[src/rtl/vga_timing_gen.sv]
// Raster timing generator: DrawX/DrawY counters with registered sync/blank decode, 640x480@60 by default.
// Optional macro VGA_SYNC_ALIGN_EN delays hs/vs/blank one cycle to line up with registered sprite colour.
module vga_timing_gen #(
   parameter int H_VISIBLE = 640,
   parameter int H_FRONT   = 16,
   parameter int H_SYNC    = 96,
   parameter int H_BACK    = 48,
   parameter int V_VISIBLE = 480,
   parameter int V_FRONT   = 10,
   parameter int V_SYNC    = 2,
   parameter int V_BACK    = 33
) (
   input  logic       vga_clk,
   input  logic       reset_n,
   output logic [9:0] DrawX,
   output logic [9:0] DrawY,
   output logic       blank,
   output logic       hs,
   output logic       vs,
   output logic       frame_start,
   output logic       line_start
);

   localparam int H_TOTAL = H_VISIBLE + H_FRONT + H_SYNC + H_BACK;
   localparam int V_TOTAL = V_VISIBLE + V_FRONT + V_SYNC + V_BACK;

   localparam logic [9:0]  H_LAST = 10'(H_TOTAL - 1);
   localparam logic [9:0]  V_LAST = 10'(V_TOTAL - 1);
   // 11-bit bounds so a sync window ending exactly at 1024 still compares correctly
   localparam logic [10:0] H_VIS  = 11'(H_VISIBLE);
   localparam logic [10:0] V_VIS  = 11'(V_VISIBLE);
   localparam logic [10:0] HS_BEG = 11'(H_VISIBLE + H_FRONT);
   localparam logic [10:0] HS_END = 11'(H_VISIBLE + H_FRONT + H_SYNC);
   localparam logic [10:0] VS_BEG = 11'(V_VISIBLE + V_FRONT);
   localparam logic [10:0] VS_END = 11'(V_VISIBLE + V_FRONT + V_SYNC);

   generate
      if (H_TOTAL > 1024 || V_TOTAL > 1024) begin : g_bad_timing
         $error("vga_timing_gen: H_TOTAL/V_TOTAL exceed 10-bit counter range");
      end
   endgenerate

   logic [9:0]  x_nxt;
   logic [9:0]  y_nxt;
   logic [10:0] x_ext;
   logic [10:0] y_ext;
   logic        hs_r;
   logic        vs_r;
   logic        blank_r;

   always_comb begin
      x_nxt = DrawX + 10'd1;
      y_nxt = DrawY;
      if (DrawX == H_LAST) begin
         x_nxt = '0;
         if (DrawY == V_LAST) y_nxt = '0;
         else                 y_nxt = DrawY + 10'd1;
      end
      x_ext = {1'b0, x_nxt};
      y_ext = {1'b0, y_nxt};
   end

   // Decode from the next counter values so outputs line up with the counters they accompany
   always_ff @(posedge vga_clk) begin
      if (!reset_n) begin
         DrawX       <= '0;
         DrawY       <= '0;
         hs_r        <= 1'b1;
         vs_r        <= 1'b1;
         blank_r     <= 1'b0;
         frame_start <= 1'b0;
         line_start  <= 1'b0;
      end else begin
         DrawX       <= x_nxt;
         DrawY       <= y_nxt;
         hs_r        <= !((x_ext >= HS_BEG) && (x_ext < HS_END));
         vs_r        <= !((y_ext >= VS_BEG) && (y_ext < VS_END));
         blank_r     <= (x_ext < H_VIS) && (y_ext < V_VIS);
         frame_start <= (x_nxt == 10'd0) && (y_nxt == 10'd0);
         line_start  <= (x_nxt == 10'd0);
      end
   end

`ifdef VGA_SYNC_ALIGN_EN
   always_ff @(posedge vga_clk) begin
      if (!reset_n) begin
         hs    <= 1'b1;
         vs    <= 1'b1;
         blank <= 1'b0;
      end else begin
         hs    <= hs_r;
         vs    <= vs_r;
         blank <= blank_r;
      end
   end
`else
   assign hs    = hs_r;
   assign vs    = vs_r;
   assign blank = blank_r;
`endif

endmodule

[config.mk]
export PLATFORM = sky130hd
export DESIGN_NAME = vga_timing_gen
export DESIGN_NICKNAME = d
export VERILOG_FILES = /design/src/rtl/vga_timing_gen.sv
export SDC_FILE = /design/constraint.sdc
export NUM_CORES = 1
export LEC_CHECK = 0
export CORE_ASPECT_RATIO = 1.1
export CORE_UTILIZATION = 47
export CTS_CLUSTER_DIAMETER = 150
export CTS_CLUSTER_SIZE = 10
export DETAILED_ROUTE_END_ITERATION = 16
export GPL_ROUTABILITY_DRIVEN = 0
export PLACE_DENSITY = 0.69
export SYNTH_ARGS = -nofsm -noshare
export SYNTH_HDL_FRONTEND = slang
export SYNTH_SLANG_ARGS = --single-unit
[constraint.sdc]
create_clock -name vga_clk -period 2.9 [get_ports vga_clk]
set_clock_uncertainty 0.2 [all_clocks]
set_input_delay 0.29 -clock vga_clk [delete_from_list [all_inputs] [get_ports vga_clk]]
set_output_delay 0.29 -clock vga_clk [all_outputs]
set_load 0.01 [all_outputs]
After elaboration in Yosys (flattened, before gate mapping). Index checks and enable logic that the tools add are counted.

$lt $le $gt $ge: 6. Reduce and logical (&&, ||, !) cells: 8. Add/subtract/negate cells: 2. Equal/unequal tests: 2. Mux-type cells: 3.

Operator list (number): 10-bit two-way mux (3); 10-bit by 1-bit adder with 10-bit output (second input constant) (2); 10-bit == test (second input constant) (2); 10-bit logical NOT (2); 10-bit < comparator (second input constant) (2); 10-bit by 9-bit < comparator with 1-bit output (second input constant) (2); 10-bit greater-or-equal comparator (second input constant) (1); 10-bit by 9-bit greater-or-equal comparator with 1-bit output (second input constant) (1); 1-bit logical AND (4); 1-bit logical NOT (2).

Output and inout bits: 25. Register bits: 25. Input port bits: 2.

Longest topological paths before layout.
Word-level depth: 6. Gate-level depth with buffers: 8. Mapped depth without buffers: 8.

Least setup slack after synthesis. OpenSTA, ideal clock, no wires.

Path kind: reg-to-reg. Start: register DrawX[0]. End: register vs_r (netlist: vs). Clock period less this slack: 2717 ps. Data required time: 2573 ps. Path slack: 183 ps. Arrival time: 2390 ps. Cell stages (with the launch flop): 9. Path buffers: 1. Path through: dfxtp_1 -> ha_1 -> nand4_4 -> or4_1 -> buf_2 -> nor2_2 -> nand2_1 -> a2111o_1 -> or3_1.

Cells in the longest elaborated chain, start to end: 5.

Ends and longest elaborated chain: start, declared (line 15) `output logic [9:0] DrawX,`; start signal, assigned (line 74) `DrawX <= x_nxt;`; 10-bit == test (*) (line 54) `if (DrawX == H_LAST) begin`; 10-bit two-way mux (*) (line 54); 10-bit by 9-bit greater-or-equal comparator with 1-bit output / 10-bit by 9-bit < comparator with 1-bit output (equally long branches) (line 77) `vs_r <= !((y_ext >= VS_BEG) && (y_ext < VS_END));`; 1-bit logical AND (*) (line 77); 1-bit logical NOT (*) (line 77); end signal, assigned (line 77); end, declared (line 48) `logic vs_r;`.

Mark *: on every way between the ends. The rest lies on a longest branch, timed or not. A chain may end at the register's enable or synchronous reset.

Worst setup path after layout. Ends and elaborated chain as after synthesis.

==> flow_metrics.env <==
export IMPL_status="complete, no violations"
export IMPL_tns_ns=0
export IMPL_crit_path_start_kind="flip-flop"
export IMPL_maxCapViolCount=0
export IMPL_start_util_pct=50.4
export IMPL_fp_dieArea_um2=3260
export IMPL_syn_cell_area_um2=1430
export IMPL_synthArstFlopShare_pct=0
export IMPL_fillCellCount=253
export IMPL_antenna_found_initial=0
export IMPL_max_clock_freq_mhz=368
export IMPL_synthCells=171
export IMPL_layout_common_cells="26 x clkdlybuf4s50_1, 25 x dfxtp_1, 12 x nand2_1, 11 x nor3_1"
export IMPL_cts_htree_levels=1
export IMPL_cts_root_buf="clkbuf_4"
export IMPL_drtIter0Drc=37
export IMPL_post_route_cell_area_um2=1780
export IMPL_wl_per_cell_um=14.3
export IMPL_yosysTopAreaCell="dfxtp_1"
export IMPL_worst_path_max_fanout=10
export IMPL_max_stage_delay_ns=0.57
export IMPL_ys_dominant_reg_cell="dfxtp_1"
export IMPL_syn_nets=176
export IMPL_switching_share_pct=22.7
export IMPL_finalWirelength_um=3320
export IMPL_overflow=0
export IMPL_finalPower_mw=0.548
export IMPL_hold_viol=0
export IMPL_port_buffers=26
export IMPL_vias=1389
export IMPL_p_comb_share_pct=7.4
export IMPL_yosys_warnings=0
export IMPL_clock_power_share_pct=27.9
export IMPL_viasPerCell=5.99
export IMPL_route_detailed_drc=0
export IMPL_place_ws_ns=0.0745
export IMPL_cts_setup_buffers=0
export IMPL_cp_top_family="simple AND/OR/NAND/NOR gates"
export IMPL_avgSynthCellArea_um2=8.34
export IMPL_ys_seq_elements=25
export IMPL_worst_pin_slew_ns=0.509
export IMPL_cp_slowest_cell="or4_4"
export IMPL_setup_viol=0
export IMPL_ys_seq_area_share_pct=35.1
export IMPL_syn_to_final_growth_pct=24.7
export IMPL_endpoint_kind="flip-flop"
export IMPL_cts_tree="built"
export IMPL_clk_latency_ns=0.31
export IMPL_die_h_um=59.8
export IMPL_intPower_mw=0.423
export IMPL_multi_input_area_um2=867
export IMPL_cts_sinks=25
export IMPL_synth_edff_count=0
export IMPL_required_ns=2.91
export IMPL_met1_usage_pct=26.9
export IMPL_use_met2_pct=38.5
export IMPL_core_area_um2=2830
export IMPL_powerDensity_nw_per_um2=308
export IMPL_cp_num_buf_inv=0
export IMPL_crit_chain="ha_2 -> nand4_4 -> or4_4 -> nor2_2 -> nand2_1 -> a2111o_1 -> or3_1"
export IMPL_clkTransAtPathRegs_ns=0.13
export IMPL_p_leak_nw=0.605
export IMPL_first_pass_iters=4
export IMPL_antennaDiodeCount=0
export IMPL_regArea_um2=500
export IMPL_drtAntennaViolNets=0
export IMPL_period_share_pct=93.6
export IMPL_rsz0062_at_grt="no"
export IMPL_cts_buffers=3
export IMPL_p_seq_share_pct=64.7
export IMPL_nets=205
export IMPL_hold_ws_ns=0.296
export IMPL_placed_cell_area_um2=1750
export IMPL_rows=20
export IMPL_ys_top_cells_by_area="dfxtp_1 35%, nor3_1 3.9%, xor2_1 3.7%, nor2b_1 3.5%, nand3_1 3.2%"
export IMPL_use_met3_pct=3.56
export IMPL_critPathKind="flip-flop to flip-flop"
export IMPL_dpl_hpwl_um=2500
export IMPL_fin_ws_ns=0.185
export IMPL_relSlewSlack_pct=66.1
export IMPL_grt_pass1_vias=1228
export IMPL_drive_above_1_share_pct=11.1
export IMPL_die_w_um=54.5
export IMPL_clk_path_buf_depth=2
export IMPL_maxSlewViolCount=0
export IMPL_cts_resized=0
export IMPL_ys_types=46
export IMPL_busiest_layer="met2"
export IMPL_peakVddDrop_mv=0.290
export IMPL_cts_hold_buf=0
export IMPL_final_common_cell="clkdlybuf4s50_1"
export IMPL_grt_pass1_wl_um=5380
export IMPL_hp_class="flip-flop to flip-flop"
export IMPL_synth_top_area_share_pct=35.1
export IMPL_track_usage_pct=22.7
export IMPL_io_pins=27
export IMPL_crit_arrival_ns=2.73
export IMPL_switching_power_mw=0.124
export IMPL_min_period_ns=2.72
export IMPL_grt_max_degree=21
==> metal layers <==
metal / share of wire, % / up-vias
met1: 42 / 658
li1: - / 681
met5: 0 / -
met4: 2.7 / 0
met3: 4.0 / 11
met2: 51 / 39
==> area by class of cell <==
cell class	instances	share of cell area, %
inverter	6	1.27
clock buffer	3	1.27
multi-input combinational	130	48.7
sequential	25	28.1
timing repair buffer	34	18.0
tap	33	2.32
clock inverter	1	0.281
==> worst reg2reg max path: stages (launching register included) <==
cell and delay [ns]:
dfxtp_1 0.41, ha_2 0.26, nand4_4 0.18, or4_4 0.57, nor2_2 0.13, nand2_1 0.08
a2111o_1 0.44, or3_1 0.35
==> cells in the mapped netlist (2+ instances only) <==
master / instances
o21ai_0: 9
nor2b_1: 8
nor2_1: 7
ha_1: 3
dfxtp_1: 25
a21boi_0: 2
xor2_1: 6
buf_2: 4
nand3_1: 9
o31ai_1: 2
and3_1: 3
o31a_1: 2
nand2b_1: 3
and2_1: 7
a22oi_1: 3
or4_1: 2
or4b_2: 2
clkbuf_1: 6
nor3_1: 11
nand4_1: 3
nor4_1: 6
nand2_1: 12
nand3b_1: 3
a21oi_1: 3
inv_1: 6
xnor2_1: 4
==> worst paths after layout <==
path                 start        to  slack, ns  cells after the start
setup / recovery  DrawX[0]        vs       0.18                      7
hold / removal    DrawX[0]  DrawX[0]       0.30                      1
setup reg to reg  DrawX[0]        vs       0.18                      7
hold reg to reg   DrawX[0]  DrawX[0]       0.30                      1
==> metrics by stage <==
stage,util (%),std cells
after global placement,61.7,228
after global routing,62.9,232
after detailed placement,61.7,228
after floorplan,-,171
final,62.9,232
after CTS,62.7,232
==> power groups by stage <==
stage / clock network, mW / logic (mW) / registers, mW
after floorplan: 0 / 0.0199 / 0.364
after global placement: 0 / 0.0395 / 0.362
after detailed placement: 0 / 0.0407 / 0.362
after CTS: 0.160 / 0.0408 / 0.354
after global routing: 0.172 / 0.0446 / 0.355
final: 0.153 / 0.0408 / 0.354
==> registers in the layout (all words and copies together), names as in the netlist <==
register and count:
DrawX 10, DrawY 10, blank 1, frame_start 1, hs 1, line_start 1
vs 1
==> cells by family after synthesis <==
group | synth area share [%]
compound gates | 14.6
xor+xnor | 6.14
fa+ha+maj | 2.63
buf+inv | 4.56
flops | 35.1
simple gates | 36.9
Note: power is estimated with default switching activity, not from simulation.
